$ cat src/rtl/cpu_pkg.sv
// Shared CPU definitions: datapath width, default NOP encoding, fetch FSM
// state encoding and the sequential PC increment helper.
package cpu_pkg;

    localparam int XLEN = 32;

    localparam logic [XLEN-1:0] NOP_INSTR_DEFAULT = 32'h0000_0000;

    typedef enum logic [1:0] {
        ST_IDLE = 2'd0,
        ST_RUN  = 2'd1,
        ST_HOLD = 2'd2
    } fetch_state_t;

    // Word-addressed sequential increment; 32'hFFFF_FFFF wraps to 0 naturally.
    function automatic logic [XLEN-1:0] pc_increment(input logic [XLEN-1:0] pc);
        return pc + XLEN'(1);
    endfunction

endpackage

$ cat src/rtl/next_pc_sel.sv
// Next-PC selection for the fetch unit.
// Priority: WB redirect (older instruction) > EX redirect > sequential
// increment > hold current PC.
module next_pc_sel
    import cpu_pkg::*;
(
    input  logic [XLEN-1:0] i_pc,
    input  logic            i_advance,
    input  logic            i_ex_redirect,
    input  logic [XLEN-1:0] i_ex_target,
    input  logic            i_wb_redirect,
    input  logic [XLEN-1:0] i_wb_target,
    output logic [XLEN-1:0] o_next_pc,
    output logic            o_redirect
);

    // Priority mux selecting the PC to load on the next edge.
    always_comb begin
        // NOTE: every output of a combinational block gets a default first so
        // no path through the if/else chain can infer a latch.
        o_next_pc = i_pc;
        if (i_wb_redirect) begin
            o_next_pc = i_wb_target;
        end else if (i_ex_redirect) begin
            o_next_pc = i_ex_target;
        end else if (i_advance) begin
            o_next_pc = pc_increment(i_pc);
        end
    end

    assign o_redirect = i_wb_redirect | i_ex_redirect;

endmodule

$ cat src/rtl/fetch_unit.sv
// Instruction fetch unit: drives a synchronous instruction memory, presents
// fetched instructions to IF_ID, holds the payload across hazard stalls and
// services EX/WB redirects with a same-cycle flush.
// Optional build macro FETCH_PERF_CNT_EN adds saturating stall_cycles and
// redirect_count performance counters.
module fetch_unit
    import cpu_pkg::*;
#(
    parameter logic [XLEN-1:0] RESET_PC  = 32'h0000_0000,
    parameter logic [XLEN-1:0] NOP_INSTR = NOP_INSTR_DEFAULT
) (
    input  logic            clock,
    input  logic            reset,
    input  logic            stall,
    input  logic            ex_redirect,
    input  logic [XLEN-1:0] ex_target,
    input  logic            wb_redirect,
    input  logic [XLEN-1:0] wb_target,
    output logic [XLEN-1:0] imem_addr,
    input  logic [XLEN-1:0] imem_data,
    output logic            if_valid,
    output logic [XLEN-1:0] if_pc,
    output logic [XLEN-1:0] if_instr,
    output logic            flush
`ifdef FETCH_PERF_CNT_EN
    ,
    output logic [31:0]     stall_cycles,
    output logic [31:0]     redirect_count
`endif
);

    fetch_state_t    r_state;
    fetch_state_t    w_next_state;
    logic [XLEN-1:0] r_pc;
    logic [XLEN-1:0] w_next_pc;
    logic [XLEN-1:0] r_fetch_pc;     // address whose data is on imem_data now
    logic            r_fetch_valid;  // imem_data carries a real instruction
    logic [XLEN-1:0] r_hold_pc;
    logic [XLEN-1:0] r_hold_instr;
    logic            w_redirect;
    logic            w_advance;
    logic            w_capture;

    // The fetch pipeline moves whenever it is running and not stalled; a
    // HOLD exit behaves exactly like a normal advance because the frozen PC
    // has been re-read from memory throughout the stall.
    assign w_advance = (r_state != ST_IDLE) && !stall;

    // Freeze a valid payload into the hold registers on the stall's first cycle.
    assign w_capture = (r_state == ST_RUN) && stall && r_fetch_valid && !w_redirect;

    assign imem_addr = r_pc;
    assign flush     = w_redirect & ~reset;

    next_pc_sel u_next_pc_sel (
        .i_pc          (r_pc),
        .i_advance     (w_advance),
        .i_ex_redirect (ex_redirect),
        .i_ex_target   (ex_target),
        .i_wb_redirect (wb_redirect),
        .i_wb_target   (wb_target),
        .o_next_pc     (w_next_pc),
        .o_redirect    (w_redirect)
    );

    // State register.
    always_ff @(posedge clock or posedge reset) begin
        if (reset) begin
            r_state <= ST_IDLE;
        end else begin
            // NOTE: sequential state uses non-blocking assignments so every
            // register samples pre-edge values regardless of block ordering.
            r_state <= w_next_state;
        end
    end

    // Next-state logic; a redirect overrides stall and always lands in RUN.
    always_comb begin
        w_next_state = r_state;
        if (w_redirect) begin
            w_next_state = ST_RUN;
        end else begin
            case (r_state)
                ST_IDLE: w_next_state = ST_RUN;
                ST_RUN:  if (stall && r_fetch_valid) w_next_state = ST_HOLD;
                ST_HOLD: if (!stall) w_next_state = ST_RUN;
                default: w_next_state = ST_IDLE;
            endcase
        end
    end

    // Output logic: live memory data in RUN, frozen payload in HOLD.
    always_comb begin
        if_valid = 1'b0;
        if_pc    = r_fetch_pc;
        if_instr = NOP_INSTR;
        case (r_state)
            ST_RUN: begin
                if_valid = r_fetch_valid;
                if_instr = r_fetch_valid ? imem_data : NOP_INSTR;
            end
            ST_HOLD: begin
                if_valid = 1'b1;
                if_pc    = r_hold_pc;
                if_instr = r_hold_instr;
            end
            default: begin
                if_valid = 1'b0;
            end
        endcase
    end

    // PC and in-flight fetch tracking; a redirect squashes the fetch in flight.
    always_ff @(posedge clock or posedge reset) begin
        if (reset) begin
            r_pc          <= RESET_PC;
            r_fetch_pc    <= '0;
            r_fetch_valid <= 1'b0;
        end else begin
            r_pc <= w_next_pc;
            if (w_redirect) begin
                r_fetch_valid <= 1'b0;
            end else if (w_advance) begin
                r_fetch_valid <= 1'b1;
                r_fetch_pc    <= r_pc;
            end
        end
    end

    // Hold registers capture the stalled instruction and its address.
    always_ff @(posedge clock or posedge reset) begin
        if (reset) begin
            r_hold_pc    <= '0;
            r_hold_instr <= '0;
        end else if (w_capture) begin
            r_hold_pc    <= r_fetch_pc;
            r_hold_instr <= imem_data;
        end
    end

`ifdef FETCH_PERF_CNT_EN
    logic [31:0] r_stall_cycles;
    logic [31:0] r_redirect_count;

    // Saturating counters of HOLD cycles and accepted redirects.
    always_ff @(posedge clock or posedge reset) begin
        if (reset) begin
            r_stall_cycles   <= '0;
            r_redirect_count <= '0;
        end else begin
            if ((r_state == ST_HOLD) && (r_stall_cycles != 32'hFFFF_FFFF)) begin
                r_stall_cycles <= r_stall_cycles + 32'd1;
            end
            if (w_redirect && (r_redirect_count != 32'hFFFF_FFFF)) begin
                r_redirect_count <= r_redirect_count + 32'd1;
            end
        end
    end

    assign stall_cycles   = r_stall_cycles;
    assign redirect_count = r_redirect_count;
`endif

endmodule

$ cat config.mk
export PLATFORM = sky130hd
export DESIGN_NAME = fetch_unit
export DESIGN_NICKNAME = d
export VERILOG_FILES = /design/src/rtl/cpu_pkg.sv /design/src/rtl/next_pc_sel.sv /design/src/rtl/fetch_unit.sv
export SDC_FILE = /design/constraint.sdc
export NUM_CORES = 1
export LEC_CHECK = 0
export CORE_MARGIN = 10
export CORE_UTILIZATION = 31
export CTS_BUF_LIST = sky130_fd_sc_hd__clkbuf_4
export CTS_CLUSTER_DIAMETER = 120
export DETAILED_ROUTE_END_ITERATION = 10
export PLACE_DENSITY = 0.67
export SETUP_SLACK_MARGIN = 0.02
export SYNTH_ARGS = -nofsm -noshare
export SYNTH_HDL_FRONTEND = slang
export SYNTH_SLANG_ARGS = --single-unit
$ cat constraint.sdc
create_clock -name clock -period 5.5 [get_ports clock]
set_clock_uncertainty 0.1 [all_clocks]
set_input_delay 0.55 -clock clock [delete_from_list [all_inputs] [get_ports clock]]
set_output_delay 0.55 -clock clock [all_outputs]
set_load 0.02 [all_outputs]
==> impl_results.md <==
- Post-CTS Resized: 0
- Die height: 170 um
- FF/Latch Area: 3280 sq um
- CTS Hold Bufs: 0
- Pwr Total: 2.74 mW
- Avg Synthesized Cell Area: 10.1 sq um
- Multi-input logic area: 3460 sq um
- DR WL/cell: 19.6 um
- NumNets Final: 975
- Startpoint Class: flop
- Area Growth Syn to Fin: 36.1%
- Worst EP arrival: 3.20 ns
- Initial Util: 31.8%
- Routability cong.: 0.818
- CTS buffer count: 17
- Max clock buf depth: 2
- Antenna violations before repair: 4
- Slew Limit Fails: 0
- Layout cells sized above 1: 18.3%
- Num rows: 54
- Fmax: 259 MHz
- Worst-Skew Late Latency: 0.53 ns
- # port buffers: 198
- Worst slew pin tran: 1.05 ns
- Largest net degree at the start of global routing: 100
- Post-Layout Cell Count: 1163
- Dpl cells: 1130
- DRT antenna net count: 0
- Crit Path Max Fanout: 44
- Drt pass-1 iters: 5
- Total negative slack: 0 ns
- CP Capture Type: output pin
- Final min period: 3.85 ns
- Fin crit share: 70.1%
- Total GRT Usage: 15.5%
- Count of flip-flops with a built-in enable after synthesis: 0
- WP data required: 4.85 ns
- Post-synthesis sequential area ratio: 47.0%
- Mapped cell area: 6980 sq um
- Area contributors post-synth: dfrtp_1 (47%), mux2_2 (15%), nand2_1 (7.0%)
- Wirelength, routed: 22800 um
- Cell taking the most area after synthesis: dfrtp_1
- Pwr/cell area: 288 nW/um^2
- Post-synth top area share: 47.0%
- Core footprint: 22000 sq um
- RSZ-0062 raised after global routing: false
- DR iter-0 viols: 502
- Cell variety after synth: 61
- Async set-or-reset flop fraction in the synthesized netlist: 100%
- Slew HR: 29.9%
- Syn_nets: 796
- Hold Path Class: flop to flop
- First-pass GRT wire length: 35400 um
- IO Pins: 199
- Final hold violation count: 0
- Worst-path clk slew: 0.11 ns
- H-tree depth: 4
- Die footprint: 28900 sq um
- TritonCTS clock tree: yes
- Clock tree sinks: 131
- # setup viols final: 0
- Overflow after GRT: 0
- Die Wd: 170 um
- Via density: 5.15
- Top_reg_cell synth: dfrtp_1
- DRC viols: 0
- Root buffer cell: clkbuf_4
- FF+latch count, synth: 131
- Via count: 5992
- Worst setup path class: flop to output pin
- Vias in the first global route: 5947
- Detailed placer's ending HPWL: 16300 um
- Filler cell count: 2143
- Worst IR drop on VDD: 0.157 mV
- Yosys Warn Count: 0
- Setup Buffers After CTS: 0
- Max Cap Viol: 0
- LEAKAGE: 4.05 nW
- Cells after synthesis: 690
- Status: completed
[cells by family (layout without fill, tap and decap cells)]
kind of cell | count (synthesis) | in the layout | synth area share [%]
buffers and inverters | 58 | 250 | 3.73
DFF | 131 | 131 | 47.0
and+or+nand+nor | 241 | 241 | 16.5
muxes | 102 | 102 | 16.3
xor gates and xnor gates | 15 | 15 | 1.88
other | 0 | 1 | 0
adders and majority gates | 5 | 5 | 0.896
AOI/OAI and AO/OA | 138 | 138 | 13.7
[through the flow]
stage | setup slack, ns | utilization (%) | cell area, sq um | hold WS (ns)
6_report | 1.65 | 43.3 | 9500 | 0.413
5_1_grt | 1.38 | 43.3 | 9500 | 0.405
4_1_cts | 1.56 | 43.3 | 9500 | 0.395
3_5_place_dp | 2.17 | 41.8 | 9180 | 0.385
3_3_place_gp | 2.18 | 41.8 | 9180 | 0.382
2_1_floorplan | 1.35 | - | 6980 | 0.360
[layout make-up]
type	count	share of cell area [%]
Timing Repair Buffer	208	21.5
Antenna cell	1	0.0263
Clock inverter	15	2.05
Multi-Input combinational cell	501	36.4
Sequential cell	131	34.5
Tap cell	280	3.69
Clock buffer	17	1.34
Inverter	10	0.448
[flip-flops by register name, indices dropped and copies added (netlist names)]
register / cells
r_fetch_valid: 1
r_hold_pc: 32
r_hold_instr: 32
r_fetch_pc: 32
r_state: 2
imem_addr: 32
[worst paths after layout]
check,from,to,slack [ns],cells past startpoint
worst max register to register,imem_addr[0],imem_addr[22],2.57,6
worst min-delay path,r_fetch_pc[16],r_fetch_pc[16],0.41,2
min in group asynchronous,reset,r_hold_instr[20],0.51,2
worst min register to register,r_fetch_pc[16],r_fetch_pc[16],0.41,2
max in group asynchronous,reset,r_hold_pc[31],3.74,3
worst max-delay path,r_state[0],if_pc[7],1.65,5
[placed cells by master (no fill, tap or decap), types with 3 or more instances in the layout]
master	netlist	routed
dfrtp_1	131	131
nor2_1	27	26
buf_4	3	10
clkbuf_4	0	17
a31oi_1	3	3
o31ai_1	5	5
a22oi_1	42	42
o21ai_0	22	22
inv_1	10	9
bufinv_16	0	3
nand2_1	131	131
inv_6	0	6
a311oi_1	3	3
nand4_1	9	9
o22ai_1	6	6
nand3_1	10	9
and3_2	3	3
o221ai_1	4	4
ha_1	5	4
mux2i_1	6	6
mux2_2	96	96
and4_1	5	5
and2_1	4	4
and3_1	6	6
xnor2_1	7	7
nor2b_1	33	33
a21oi_1	28	28
clkinv_4	0	4
xor2_1	8	8
clkdlybuf4s50_1	0	196
[power breakdown]
part	leakage [nW]	switching [mW]	internal [mW]	total, mW
clock	0.166	0.408	0.328	0.736
combinational	2.23	0.339	0.384	0.723
sequential	1.66	0.142	1.14	1.28
[Yosys cell counts, drive strengths merged (2+ instances only)]
library cell,n
mux2i,6
a41oi,2
and4,6
o31ai,5
buf,17
inv,10
a31oi,3
dfrtp,131
nor2b,33
nand3,11
nor2,27
o21a,2
a21oi,28
o21ai,22
a311oi,4
ha,5
and3,9
nand2,131
a2bb2oi,2
or2,2
xnor2,7
a211oi,2
nor4,2
o22ai,6
clkbuf,31
a22o,2
o221ai,4
a41o,2
nand4,10
and2,5
xor2,8
a22oi,42
mux2,96
[critical path: stages (launching register included)]
cell             delay, ns
dfrtp_1               0.42
inv_1                 0.11
ha_2                  0.89
buf_4                 0.37
mux2_2                0.35
clkdlybuf4s50_1       0.55
[routing by layer]
layer	track usage, %	wire length, um
met5	0	27
met4	2.90	175
met3	6.27	2100
met2	24.2	10400
met1	20.0	10100
Power figures use the tool's default switching activity.
